==> src/rtl/mips_pkg.sv <==
// rtl/mips_pkg.sv - shared encodings for the MIPS-subset decode stage
// Purpose: opcode/funct constants, ALU op codes, register-index width,
//          NOP encoding and the decoded control bundle.
// Ports:   none (package).
package mips_pkg;

  localparam int REG_AW = 5;

  localparam logic [31:0] NOP_INSTR = 32'h0000_0000;

  localparam logic [5:0] OP_RTYPE = 6'b000000;
  localparam logic [5:0] OP_ADDI  = 6'b001000;
  localparam logic [5:0] OP_LW    = 6'b100011;
  localparam logic [5:0] OP_SW    = 6'b101011;
  localparam logic [5:0] OP_BEQ   = 6'b000100;
  localparam logic [5:0] OP_BNE   = 6'b000101;
  localparam logic [5:0] OP_J     = 6'b000010;

  localparam logic [5:0] FN_ADD = 6'b100000;
  localparam logic [5:0] FN_SUB = 6'b100010;
  localparam logic [5:0] FN_AND = 6'b100100;
  localparam logic [5:0] FN_OR  = 6'b100101;
  localparam logic [5:0] FN_SLT = 6'b101010;

  typedef enum logic [2:0] {
    ALU_ADD = 3'd0,
    ALU_SUB = 3'd1,
    ALU_AND = 3'd2,
    ALU_OR  = 3'd3,
    ALU_SLT = 3'd4
  } alu_op_e;

  typedef struct packed {
    logic    reg_write;
    logic    mem_read;
    logic    mem_write;
    logic    mem_to_reg;
    logic    alu_src;
    alu_op_e alu_op;
    logic    illegal;
  } ctrl_t;

endpackage

==> src/rtl/decode_stage_if.sv <==
// rtl/decode_stage_if.sv - fetch/MEM/WB side bundle of the decode stage
// Purpose: groups every non-clock signal of decode_stage.
// Ports:   slave  = decode stage view (fetch, MEM and WB inputs; stall,
//                   redirect and ID/EX outputs)
//          master = environment view (the mirror image).
interface decode_stage_if
  import mips_pkg::*;
#(
  parameter int W = 32
);
  logic [W-1:0]      if_instr;
  logic [W-1:0]      if_pc4;
  logic              if_valid;
  logic              mem_reg_write;
  logic [REG_AW-1:0] mem_dst;
  logic              wb_we;
  logic [REG_AW-1:0] wb_addr;
  logic [W-1:0]      wb_data;

  logic              stall_if;
  logic              br_taken;
  logic [W-1:0]      br_target;
  logic              id_valid;
  logic [W-1:0]      id_rs_val;
  logic [W-1:0]      id_rt_val;
  logic [W-1:0]      id_imm;
  logic [REG_AW-1:0] id_rs;
  logic [REG_AW-1:0] id_rt;
  logic [REG_AW-1:0] id_dst;
  logic              id_reg_write;
  logic              id_mem_read;
  logic              id_mem_write;
  logic              id_mem_to_reg;
  logic              id_alu_src;
  logic [2:0]        id_alu_op;
  logic              id_illegal;

  modport slave (
    input  if_instr, if_pc4, if_valid, mem_reg_write, mem_dst,
           wb_we, wb_addr, wb_data,
    output stall_if, br_taken, br_target, id_valid, id_rs_val, id_rt_val,
           id_imm, id_rs, id_rt, id_dst, id_reg_write, id_mem_read,
           id_mem_write, id_mem_to_reg, id_alu_src, id_alu_op, id_illegal
  );

  modport master (
    output if_instr, if_pc4, if_valid, mem_reg_write, mem_dst,
           wb_we, wb_addr, wb_data,
    input  stall_if, br_taken, br_target, id_valid, id_rs_val, id_rt_val,
           id_imm, id_rs, id_rt, id_dst, id_reg_write, id_mem_read,
           id_mem_write, id_mem_to_reg, id_alu_src, id_alu_op, id_illegal
  );
endinterface

==> src/rtl/reg_file.sv <==
// rtl/reg_file.sv - 2-read/1-write register file with write-through
// Purpose: architectural registers; r0 reads as zero and ignores writes.
// Ports:   clk, rst_n (async active-low), we_i/waddr_i/wdata_i write port,
//          raddr_a_i/rdata_a_o and raddr_b_i/rdata_b_o combinational reads.
module reg_file
  import mips_pkg::*;
#(
  parameter int NREG = 32,
  parameter int W    = 32
) (
  input  logic              clk,
  input  logic              rst_n,
  input  logic              we_i,
  input  logic [REG_AW-1:0] waddr_i,
  input  logic [W-1:0]      wdata_i,
  input  logic [REG_AW-1:0] raddr_a_i,
  input  logic [REG_AW-1:0] raddr_b_i,
  output logic [W-1:0]      rdata_a_o,
  output logic [W-1:0]      rdata_b_o
);

  logic [W-1:0] regs_q [NREG];

  always_ff @(posedge clk or negedge rst_n) begin
    if (!rst_n) begin
      for (int i = 0; i < NREG; i++) begin
        regs_q[i] <= '0;
      end
    end else if (we_i && (waddr_i != '0)) begin
      regs_q[waddr_i] <= wdata_i;
    end
  end

  // Write-through lets decode see a value being written back this cycle.
  always_comb begin
    rdata_a_o = regs_q[raddr_a_i];
    rdata_b_o = regs_q[raddr_b_i];
    if (we_i && (waddr_i == raddr_a_i)) rdata_a_o = wdata_i;
    if (we_i && (waddr_i == raddr_b_i)) rdata_b_o = wdata_i;
    if (raddr_a_i == '0) rdata_a_o = '0;
    if (raddr_b_i == '0) rdata_b_o = '0;
  end

endmodule

==> src/rtl/decode_stage.sv <==
// rtl/decode_stage.sv - MIPS-subset instruction decode stage
// Purpose: IF/ID latch, register file, control decode, hazard detection,
//          branch/jump resolution and the ID/EX latch.
// Ports:   clk, inicio (async active-low reset), pipe (decode_stage_if.slave).
module decode_stage
  import mips_pkg::*;
#(
  parameter int NREG = 32,
  parameter int W    = 32
) (
  input  logic          clk,
  input  logic          inicio,
  decode_stage_if.slave pipe
);

  // IF/ID latch
  logic [W-1:0] ifid_instr_q, ifid_instr_d;
  logic [W-1:0] ifid_pc4_q, ifid_pc4_d;
  logic         ifid_valid_q, ifid_valid_d;

  // ID/EX latch
  logic              id_valid_q, id_valid_d;
  logic [W-1:0]      id_rs_val_q, id_rs_val_d;
  logic [W-1:0]      id_rt_val_q, id_rt_val_d;
  logic [W-1:0]      id_imm_q, id_imm_d;
  logic [REG_AW-1:0] id_rs_q, id_rs_d;
  logic [REG_AW-1:0] id_rt_q, id_rt_d;
  logic [REG_AW-1:0] id_dst_q, id_dst_d;
  ctrl_t             id_ctrl_q, id_ctrl_d;

  logic [5:0]        opcode, funct;
  logic [REG_AW-1:0] rs, rt, rd;
  logic [W-1:0]      imm_sext, rs_val, rt_val;

  assign opcode   = ifid_instr_q[31:26];
  assign rs       = ifid_instr_q[25:21];
  assign rt       = ifid_instr_q[20:16];
  assign rd       = ifid_instr_q[15:11];
  assign funct    = ifid_instr_q[5:0];
  assign imm_sext = {{(W-16){ifid_instr_q[15]}}, ifid_instr_q[15:0]};

  reg_file #(.NREG(NREG), .W(W)) u_reg_file (
    .clk       (clk),
    .rst_n     (inicio),
    .we_i      (pipe.wb_we),
    .waddr_i   (pipe.wb_addr),
    .wdata_i   (pipe.wb_data),
    .raddr_a_i (rs),
    .raddr_b_i (rt),
    .rdata_a_o (rs_val),
    .rdata_b_o (rt_val)
  );

  // Control decode
  ctrl_t             dec_ctrl;
  logic [REG_AW-1:0] dec_dst;
  logic              is_beq, is_bne, is_j, uses_rt;

  always_comb begin
    dec_ctrl = '0;
    dec_dst  = '0;
    is_beq   = 1'b0;
    is_bne   = 1'b0;
    is_j     = 1'b0;
    uses_rt  = 1'b0;
    case (opcode)
      OP_RTYPE: begin
        uses_rt = 1'b1;
        // The all-zero word is sll r0 and is treated as a plain NOP.
        if (ifid_instr_q != NOP_INSTR) begin
          case (funct)
            FN_ADD:  dec_ctrl.alu_op = ALU_ADD;
            FN_SUB:  dec_ctrl.alu_op = ALU_SUB;
            FN_AND:  dec_ctrl.alu_op = ALU_AND;
            FN_OR:   dec_ctrl.alu_op = ALU_OR;
            FN_SLT:  dec_ctrl.alu_op = ALU_SLT;
            default: dec_ctrl.illegal = 1'b1;
          endcase
          if (!dec_ctrl.illegal) begin
            dec_ctrl.reg_write = 1'b1;
            dec_dst            = rd;
          end
        end
      end
      OP_ADDI: begin
        dec_ctrl.reg_write = 1'b1;
        dec_ctrl.alu_src   = 1'b1;
        dec_dst            = rt;
      end
      OP_LW: begin
        dec_ctrl.reg_write  = 1'b1;
        dec_ctrl.mem_read   = 1'b1;
        dec_ctrl.mem_to_reg = 1'b1;
        dec_ctrl.alu_src    = 1'b1;
        dec_dst             = rt;
      end
      OP_SW: begin
        dec_ctrl.mem_write = 1'b1;
        dec_ctrl.alu_src   = 1'b1;
        uses_rt            = 1'b1;
      end
      OP_BEQ: begin
        is_beq  = 1'b1;
        uses_rt = 1'b1;
      end
      OP_BNE: begin
        is_bne  = 1'b1;
        uses_rt = 1'b1;
      end
      OP_J:    is_j = 1'b1;
      default: dec_ctrl.illegal = 1'b1;
    endcase
  end

  // Hazards. Branches compare in decode, so any producer still in EX or MEM
  // must drain before the comparison is trusted.
  logic load_use, br_stall, rs_busy, rt_busy, stall;

  assign load_use = ifid_valid_q && id_ctrl_q.mem_read && (id_dst_q != '0) &&
                    ((id_dst_q == rs) || (uses_rt && (id_dst_q == rt)));

  assign rs_busy = (rs != '0) &&
                   ((id_ctrl_q.reg_write && (id_dst_q == rs)) ||
                    (pipe.mem_reg_write && (pipe.mem_dst == rs)));
  assign rt_busy = (rt != '0) &&
                   ((id_ctrl_q.reg_write && (id_dst_q == rt)) ||
                    (pipe.mem_reg_write && (pipe.mem_dst == rt)));

  assign br_stall = ifid_valid_q && (is_beq || is_bne) && (rs_busy || rt_busy);
  assign stall    = load_use || br_stall;

  // Redirect
  logic         taken;
  logic [W-1:0] branch_tgt, jump_tgt;

  assign branch_tgt = ifid_pc4_q + {imm_sext[W-3:0], 2'b00};
  assign jump_tgt   = {ifid_pc4_q[W-1:28], ifid_instr_q[25:0], 2'b00};
  assign taken      = ifid_valid_q && !stall &&
                      ((is_beq && (rs_val == rt_val)) ||
                       (is_bne && (rs_val != rt_val)) || is_j);

  // Next-state for both latches
  always_comb begin
    ifid_instr_d = pipe.if_instr;
    ifid_pc4_d   = pipe.if_pc4;
    ifid_valid_d = pipe.if_valid;
    if (stall) begin
      ifid_instr_d = ifid_instr_q;
      ifid_pc4_d   = ifid_pc4_q;
      ifid_valid_d = ifid_valid_q;
    end else if (taken) begin
      ifid_instr_d = '0;
      ifid_pc4_d   = '0;
      ifid_valid_d = 1'b0;
    end

    id_valid_d  = 1'b0;
    id_rs_val_d = '0;
    id_rt_val_d = '0;
    id_imm_d    = '0;
    id_rs_d     = '0;
    id_rt_d     = '0;
    id_dst_d    = '0;
    id_ctrl_d   = '0;
    if (ifid_valid_q && !stall) begin
      id_valid_d  = 1'b1;
      id_rs_val_d = rs_val;
      id_rt_val_d = rt_val;
      id_imm_d    = imm_sext;
      id_rs_d     = rs;
      id_rt_d     = rt;
      id_dst_d    = dec_dst;
      id_ctrl_d   = dec_ctrl;
    end
  end

  always_ff @(posedge clk or negedge inicio) begin
    if (!inicio) begin
      ifid_instr_q <= '0;
      ifid_pc4_q   <= '0;
      ifid_valid_q <= 1'b0;
      id_valid_q   <= 1'b0;
      id_rs_val_q  <= '0;
      id_rt_val_q  <= '0;
      id_imm_q     <= '0;
      id_rs_q      <= '0;
      id_rt_q      <= '0;
      id_dst_q     <= '0;
      id_ctrl_q    <= '0;
    end else begin
      ifid_instr_q <= ifid_instr_d;
      ifid_pc4_q   <= ifid_pc4_d;
      ifid_valid_q <= ifid_valid_d;
      id_valid_q   <= id_valid_d;
      id_rs_val_q  <= id_rs_val_d;
      id_rt_val_q  <= id_rt_val_d;
      id_imm_q     <= id_imm_d;
      id_rs_q      <= id_rs_d;
      id_rt_q      <= id_rt_d;
      id_dst_q     <= id_dst_d;
      id_ctrl_q    <= id_ctrl_d;
    end
  end

  assign pipe.stall_if      = stall;
  assign pipe.br_taken      = taken;
  assign pipe.br_target     = is_j ? jump_tgt : branch_tgt;
  assign pipe.id_valid      = id_valid_q;
  assign pipe.id_rs_val     = id_rs_val_q;
  assign pipe.id_rt_val     = id_rt_val_q;
  assign pipe.id_imm        = id_imm_q;
  assign pipe.id_rs         = id_rs_q;
  assign pipe.id_rt         = id_rt_q;
  assign pipe.id_dst        = id_dst_q;
  assign pipe.id_reg_write  = id_ctrl_q.reg_write;
  assign pipe.id_mem_read   = id_ctrl_q.mem_read;
  assign pipe.id_mem_write  = id_ctrl_q.mem_write;
  assign pipe.id_mem_to_reg = id_ctrl_q.mem_to_reg;
  assign pipe.id_alu_src    = id_ctrl_q.alu_src;
  assign pipe.id_alu_op     = id_ctrl_q.alu_op;
  assign pipe.id_illegal    = id_ctrl_q.illegal;

endmodule

==> src/flat_wrapper.sv <==
// flat-port wrapper written by rule: the top's interface ports become plain ports
module decode_stage_flat import mips_pkg::*;
#(
  parameter int NREG = 32,
  parameter int W    = 32
)
  (clk, inicio, pipe_if_instr, pipe_if_pc4, pipe_if_valid, pipe_mem_reg_write, pipe_mem_dst, pipe_wb_we, pipe_wb_addr, pipe_wb_data, pipe_stall_if, pipe_br_taken, pipe_br_target, pipe_id_valid, pipe_id_rs_val, pipe_id_rt_val, pipe_id_imm, pipe_id_rs, pipe_id_rt, pipe_id_dst, pipe_id_reg_write, pipe_id_mem_read, pipe_id_mem_write, pipe_id_mem_to_reg, pipe_id_alu_src, pipe_id_alu_op, pipe_id_illegal);
  decode_stage_if #(.W(W)) pipe_i ();
  input  logic clk;
  input  logic inicio;
  input wire logic [$bits(pipe_i.if_instr)-1:0] pipe_if_instr;
  input wire logic [$bits(pipe_i.if_pc4)-1:0] pipe_if_pc4;
  input wire logic [$bits(pipe_i.if_valid)-1:0] pipe_if_valid;
  input wire logic [$bits(pipe_i.mem_reg_write)-1:0] pipe_mem_reg_write;
  input wire logic [$bits(pipe_i.mem_dst)-1:0] pipe_mem_dst;
  input wire logic [$bits(pipe_i.wb_we)-1:0] pipe_wb_we;
  input wire logic [$bits(pipe_i.wb_addr)-1:0] pipe_wb_addr;
  input wire logic [$bits(pipe_i.wb_data)-1:0] pipe_wb_data;
  output wire logic [$bits(pipe_i.stall_if)-1:0] pipe_stall_if;
  output wire logic [$bits(pipe_i.br_taken)-1:0] pipe_br_taken;
  output wire logic [$bits(pipe_i.br_target)-1:0] pipe_br_target;
  output wire logic [$bits(pipe_i.id_valid)-1:0] pipe_id_valid;
  output wire logic [$bits(pipe_i.id_rs_val)-1:0] pipe_id_rs_val;
  output wire logic [$bits(pipe_i.id_rt_val)-1:0] pipe_id_rt_val;
  output wire logic [$bits(pipe_i.id_imm)-1:0] pipe_id_imm;
  output wire logic [$bits(pipe_i.id_rs)-1:0] pipe_id_rs;
  output wire logic [$bits(pipe_i.id_rt)-1:0] pipe_id_rt;
  output wire logic [$bits(pipe_i.id_dst)-1:0] pipe_id_dst;
  output wire logic [$bits(pipe_i.id_reg_write)-1:0] pipe_id_reg_write;
  output wire logic [$bits(pipe_i.id_mem_read)-1:0] pipe_id_mem_read;
  output wire logic [$bits(pipe_i.id_mem_write)-1:0] pipe_id_mem_write;
  output wire logic [$bits(pipe_i.id_mem_to_reg)-1:0] pipe_id_mem_to_reg;
  output wire logic [$bits(pipe_i.id_alu_src)-1:0] pipe_id_alu_src;
  output wire logic [$bits(pipe_i.id_alu_op)-1:0] pipe_id_alu_op;
  output wire logic [$bits(pipe_i.id_illegal)-1:0] pipe_id_illegal;
  assign pipe_i.if_instr = pipe_if_instr;
  assign pipe_i.if_pc4 = pipe_if_pc4;
  assign pipe_i.if_valid = pipe_if_valid;
  assign pipe_i.mem_reg_write = pipe_mem_reg_write;
  assign pipe_i.mem_dst = pipe_mem_dst;
  assign pipe_i.wb_we = pipe_wb_we;
  assign pipe_i.wb_addr = pipe_wb_addr;
  assign pipe_i.wb_data = pipe_wb_data;
  assign pipe_stall_if = pipe_i.stall_if;
  assign pipe_br_taken = pipe_i.br_taken;
  assign pipe_br_target = pipe_i.br_target;
  assign pipe_id_valid = pipe_i.id_valid;
  assign pipe_id_rs_val = pipe_i.id_rs_val;
  assign pipe_id_rt_val = pipe_i.id_rt_val;
  assign pipe_id_imm = pipe_i.id_imm;
  assign pipe_id_rs = pipe_i.id_rs;
  assign pipe_id_rt = pipe_i.id_rt;
  assign pipe_id_dst = pipe_i.id_dst;
  assign pipe_id_reg_write = pipe_i.id_reg_write;
  assign pipe_id_mem_read = pipe_i.id_mem_read;
  assign pipe_id_mem_write = pipe_i.id_mem_write;
  assign pipe_id_mem_to_reg = pipe_i.id_mem_to_reg;
  assign pipe_id_alu_src = pipe_i.id_alu_src;
  assign pipe_id_alu_op = pipe_i.id_alu_op;
  assign pipe_id_illegal = pipe_i.id_illegal;
  decode_stage #(.NREG(NREG), .W(W)) u_core (.clk(clk), .inicio(inicio), .pipe(pipe_i));
endmodule
==> config.mk <==
export PLATFORM = sky130hd
export DESIGN_NAME = decode_stage_flat
export DESIGN_NICKNAME = d
export VERILOG_FILES = /design/src/rtl/mips_pkg.sv /design/src/rtl/decode_stage_if.sv /design/src/rtl/reg_file.sv /design/src/rtl/decode_stage.sv /design/src/flat_wrapper.sv
export SDC_FILE = /design/constraint.sdc
export NUM_CORES = 2
export LEC_CHECK = 0
export ABC_AREA = 1
export CORE_MARGIN = 5
export CORE_UTILIZATION = 50
export CTS_CLUSTER_DIAMETER = 30
export DETAILED_ROUTE_END_ITERATION = 8
export PLACE_DENSITY = 0.67
export SYNTH_ARGS = -nofsm -noshare
export SYNTH_HDL_FRONTEND = slang
export SYNTH_HIERARCHICAL = 1
export SYNTH_SLANG_ARGS = --single-unit
export TNS_END_PERCENT = 5
==> constraint.sdc <==
create_clock -name clk -period 13.6 [get_ports clk]
set_clock_uncertainty 0.2 [all_clocks]
set_input_delay 4.08 -clock clk [delete_from_list [all_inputs] [get_ports clk]]
set_output_delay 4.08 -clock clk [all_outputs]
set_load 0.01 [all_outputs]
==> metrics.txt <==
# TYPE chip_impl_metric gauge
chip_impl_metric{name="drv.max_cap_violation_count",unit=""} 1
chip_impl_metric{name="worstMarginPinSlew",unit="ns"} 1.486
chip_impl_metric{name="critical_path_required",unit="ns"} 9.32
chip_impl_info{name="type_of_the_worst_min_delay_path",value="flop to flop"} 1
chip_impl_metric{name="critical_path.max_fanout",unit=""} 64
chip_impl_metric{name="pre_cts_slack",unit="ns"} 1.138
chip_impl_metric{name="cellPowerDensity",unit="mW/mm²"} 172.8
chip_impl_metric{name="fp.dieW",unit="µm"} 381.1
chip_impl_metric{name="route.vias.total",unit=""} 71810
chip_impl_metric{name="drt.antenna.violating_nets",unit=""} 0
chip_impl_metric{name="relSlewSlack",unit=""} 0.001410
chip_impl_metric{name="yosys.area_share.xor_xnor",unit=""} 0.001145
chip_impl_metric{name="cts_setup_buffers",unit=""} 0
chip_impl_metric{name="area_post_placement",unit="mm²"} 0.07168
chip_impl_info{name="cp-end-kind",value="primary output"} 1
chip_impl_info{name="clock-root-buffer",value="sky130_fd_sc_hd__clkbuf_16"} 1
chip_impl_metric{name="post-layout-total-power",unit="mW"} 14.16
chip_impl_metric{name="worst_skew_pair_latency",unit="ns"} 0.90
chip_impl_metric{name="syn-mean-instance-area",unit="µm²"} 6.815
chip_impl_metric{name="buffer_ports.inserted",unit=""} 265
chip_impl_metric{name="synth.lib_cells_used.distinct",unit=""} 38
chip_impl_metric{name="synth.ff_latch_count",unit=""} 1193
chip_impl_metric{name="drt_pass1_iterations",unit=""} 7
chip_impl_metric{name="timing_hold_violations_final",unit=""} 0
chip_impl_metric{name="maximum_number_of_pins_on_one_net_before_global_route_repair",unit=""} 180
chip_impl_metric{name="synth_adder_area_share",unit=""} 0.005561
chip_impl_metric{name="clock_path_buffers",unit=""} 4
chip_impl_metric{name="postCtsHoldBufs",unit=""} 0
chip_impl_metric{name="floorplan.initialDensity",unit=""} 0.5020
chip_impl_metric{name="globalRoute.totalOverflow",unit=""} 0
chip_impl_metric{name="gp_congestion",unit=""} 0.9719
chip_impl_info{name="timing.hold.worst.start",value="u_core/u_reg_file/regs_q[1016]"} 1
chip_impl_metric{name="minimum_setup_slack_among_reg_to_reg_paths",unit="ns"} 7.09
chip_impl_metric{name="design.portCount",unit=""} 266
chip_impl_metric{name="grt_pass1_vias",unit=""} 66710
chip_impl_info{name="failing_checks",value="max-capacitance violations"} 1
chip_impl_metric{name="drt-wirelength-per-cell",unit="µm"} 23.77
chip_impl_metric{name="synth_fp_nets",unit=""} 10240
chip_impl_metric{name="share_of_synthesized_area_spent_on_multiplexers",unit=""} 0
chip_impl_metric{name="grt.total_usage",unit=""} 0.3824
chip_impl_metric{name="sum_neg_setup_slack",unit="ns"} 0
chip_impl_metric{name="post_cts_repair_resize_count",unit=""} 0
chip_impl_metric{name="synth_seq_area_share",unit=""} 0.4336
chip_impl_info{name="timing.setup.critical_path_class",value="input port to primary output"} 1
chip_impl_metric{name="layout_cell_share_with_drive_strength_beyond_1",unit=""} 0.06933
chip_impl_metric{name="fp.dieArea",unit="mm²"} 0.1452
chip_impl_metric{name="row_count",unit=""} 136
chip_impl_metric{name="stdcell_area",unit="mm²"} 0.08193
chip_impl_metric{name="finalCritPeriodShare",unit=""} 0.9423
chip_impl_metric{name="synth_simple_gate_area_share",unit=""} 0.3187
chip_impl_metric{name="area_of_the_placeable_core",unit="mm²"} 0.1372
chip_impl_metric{name="floorplan.die.height",unit="µm"} 381.1
chip_impl_metric{name="yosysWarnings",unit=""} 6
chip_impl_info{name="run_status",value="finished with violations"} 1
chip_impl_metric{name="first_pass_grt_wire_length",unit="mm"} 424.1
chip_impl_metric{name="final.min_clock_period",unit="ns"} 12.81
chip_impl_info{name="cts_tree",value="done"} 1
chip_impl_metric{name="route.detailed.vias_per_inst",unit=""} 5.977
chip_impl_metric{name="synth_compound_gate_area_share",unit=""} 0.1311
chip_impl_metric{name="cts.htree.levels",unit=""} 5
chip_impl_metric{name="drc",unit=""} 0
chip_impl_metric{name="mappedNetlistArea",unit="mm²"} 0.06885
chip_impl_metric{name="worst_slack",unit="ns"} 0.7852
chip_impl_metric{name="worst_hold_slack",unit="ns"} 0.1717
chip_impl_metric{name="routed_wirelength",unit="mm"} 285.6
chip_impl_metric{name="antenna_found_initial",unit=""} 31
chip_impl_metric{name="cts_sinks",unit=""} 1193
chip_impl_metric{name="clk_pin_slew_worst_paths",unit="ns"} 0.04
chip_impl_metric{name="finalSetupViolCount",unit=""} 0
chip_impl_metric{name="worstRegToRegCells",unit=""} 22
chip_impl_info{name="grt_setup_unrepaired",value="no"} 1
chip_impl_info{name="synth_top_family_by_area",value="simple AND/OR/NAND/NOR gates"} 1
chip_impl_metric{name="syn2layout_area_growth",unit="%"} 19.01
chip_impl_metric{name="maxSlewViolCount",unit=""} 0
chip_impl_metric{name="ir_drop",unit="mV"} 0.1128
chip_impl_info{name="worstSetupStartpointType",value="input port"} 1
chip_impl_metric{name="post-dp-hpwl",unit="mm"} 160.7
chip_impl_metric{name="initialDrtViolationCount",unit=""} 10630
chip_impl_metric{name="achievable-frequency",unit="MHz"} 78.03
chip_impl_metric{name="worst-endpoint-arrival",unit="ns"} 8.53
chip_impl_metric{name="cts-buffers-inserted",unit=""} 304
chip_impl_info{name="min_delay_worst_endpoint",value="u_core/u_reg_file/regs_q[1016]"} 1
chip_impl_metric{name="min_path_cells",unit=""} 0
chip_impl_metric{name="leakage",unit="nW"} 40.64
chip_impl_info{name="r2r_start",value="u_core/ifid_instr_q[21]"} 1
chip_impl_metric{name="layout.nets",unit=""} 10120
chip_impl_info{name="crit-reg2reg-capture",value="u_core/ifid_instr_q[22]"} 1
chip_impl_metric{name="post_syn_instances",unit=""} 10100
[synthesized netlist by cell type (all sizes together)]
cell type | instances | area [µm²]
nand2 | 3189 | 12010
nand3 | 1462 | 7322
o21ai | 1285 | 6431
dfrtp | 1193 | 29850
inv | 1134 | 4257
clkbuf | 578 | 2170
nor2 | 478 | 1802
buf | 215 | 1119
o211ai | 207 | 1554
a21oi | 182 | 910.9
or2 | 43 | 269.0
nand4 | 35 | 219.0
ha | 29 | 362.9
nor3 | 27 | 182.7
o22ai | 7 | 43.79
nand3b | 6 | 57.56
nor4 | 6 | 82.58
xnor2 | 5 | 43.79
clkinv | 4 | 15.01
xor2 | 4 | 35.03
a21boi | 3 | 22.52
a21o | 3 | 22.52
o21bai | 3 | 22.52
o21a | 2 | 15.01
a31oi | 1 | 6.260
fa | 1 | 20.02
[how the worst max path moves through the flow]
stage	startpoint	to	slack (ns)	depth (start not counted)
5_1_grt	pipe_wb_addr[4]	pipe_br_taken	0.44	16
6_report	pipe_wb_addr[4]	pipe_br_taken	0.79	16
3_5_place_dp	pipe_wb_addr[4]	pipe_br_taken	1.14	18
3_3_place_gp	pipe_wb_addr[4]	pipe_br_taken	1.21	16
2_1_floorplan	pipe_wb_addr[4]	pipe_br_taken	3.04	19
4_1_cts	pipe_wb_addr[4]	pipe_br_taken	1.13	16
[critical path, cell delays in order]
cell,delay [ns]
sky130_fd_sc_hd__clkdlybuf4s50_1,0.63
sky130_fd_sc_hd__xor2_1,0.26
sky130_fd_sc_hd__nor3_1,0.33
sky130_fd_sc_hd__nand3_4,0.65
sky130_fd_sc_hd__o21ai_0,0.41
sky130_fd_sc_hd__a21oi_1,0.10
sky130_fd_sc_hd__nand2_1,0.11
sky130_fd_sc_hd__nand4_1,0.11
sky130_fd_sc_hd__nor2_1,0.24
sky130_fd_sc_hd__nand2_1,0.08
sky130_fd_sc_hd__nor2_1,0.15
sky130_fd_sc_hd__nand3b_1,0.09
sky130_fd_sc_hd__nand2_1,0.38
sky130_fd_sc_hd__nor2_1,0.14
sky130_fd_sc_hd__nor2_4,0.15
sky130_fd_sc_hd__clkdlybuf4s50_1,0.57
[per-stage QoR]
| step | util | cells |
|---|---|---|
| after global placement | 0.5226 | 11470 |
| after global routing | 0.5971 | 12000 |
| after floorplan | - | 10100 |
| after detailed placement | 0.5226 | 11470 |
| after CTS | 0.5970 | 11990 |
| final | 0.5974 | 12020 |
[per-layer routing]
layer,vias up,global-route usage,wire (µm)
met5,-,0,57
met2,4869,0.5605,121300
met3,1063,0.09784,35560
met1,33820,0.5040,108400
met4,6,0.2474,20260
li1,32050,-,-
[cell usage in the layout, fill, tap and decap left out, types with 43 or more instances in the layout]
cell type / n
sky130_fd_sc_hd__inv_1: 1118
sky130_fd_sc_hd__clkbuf_16: 312
sky130_fd_sc_hd__nand3_1: 1459
sky130_fd_sc_hd__nand2_1: 3161
sky130_fd_sc_hd__o211ai_1: 207
sky130_fd_sc_hd__a21oi_1: 182
sky130_fd_sc_hd__dfrtp_1: 1183
sky130_fd_sc_hd__nor2_1: 471
sky130_fd_sc_hd__clkbuf_8: 45
sky130_fd_sc_hd__or2_2: 43
sky130_fd_sc_hd__o21ai_1: 69
sky130_fd_sc_hd__o21ai_0: 1216
sky130_fd_sc_hd__clkdlybuf4s50_1: 264
sky130_fd_sc_hd__buf_4: 86
sky130_fd_sc_hd__clkinv_2: 43
[state kept, by name, summed over array words and instances (netlist names)]
register	cells
u_core/pipe.id_alu_op	3
u_core/pipe.id_rs	5
u_core/pipe.id_illegal	1
u_core/pipe.id_imm	16
u_core/ifid_instr_q	32
u_core/pipe.id_mem_write	1
u_core/ifid_pc4_q	32
u_core/pipe.id_reg_write	1
u_core/pipe.id_alu_src	1
u_core/pipe.id_rt	5
u_core/pipe.id_rs_val	32
u_core/pipe.id_mem_read	1
u_core/pipe.id_dst	5
u_core/u_reg_file/regs_q	1024
u_core/ifid_valid_q	1
u_core/pipe.id_rt_val	32
u_core/pipe.id_valid	1
[cell families after synthesis]
group	count (synthesis)
flops	1193
xor+xnor	9
simple gates	5246
compound gates	1693
fa+ha+maj	30
buf+inv	1931
[power breakdown]
| part | internal (mW) | switching [mW] |
|---|---|---|
| clock network | 4.99 | 2.20 |
| registers | 4.17 | 0.363 |
| logic | 0.817 | 1.62 |
[cell type report]
class	instances	area [µm²]
fillers	12410	55220
repair buffers	364	3568
multi-input cells	6978	31670
clock inverters	130	1633
well taps	1794	2245
flip-flops and latches	1193	29890
inverters	1138	4307
clock buffers	394	8566
diodes	24	60.06
Note: power is estimated with default switching activity, not from simulation.
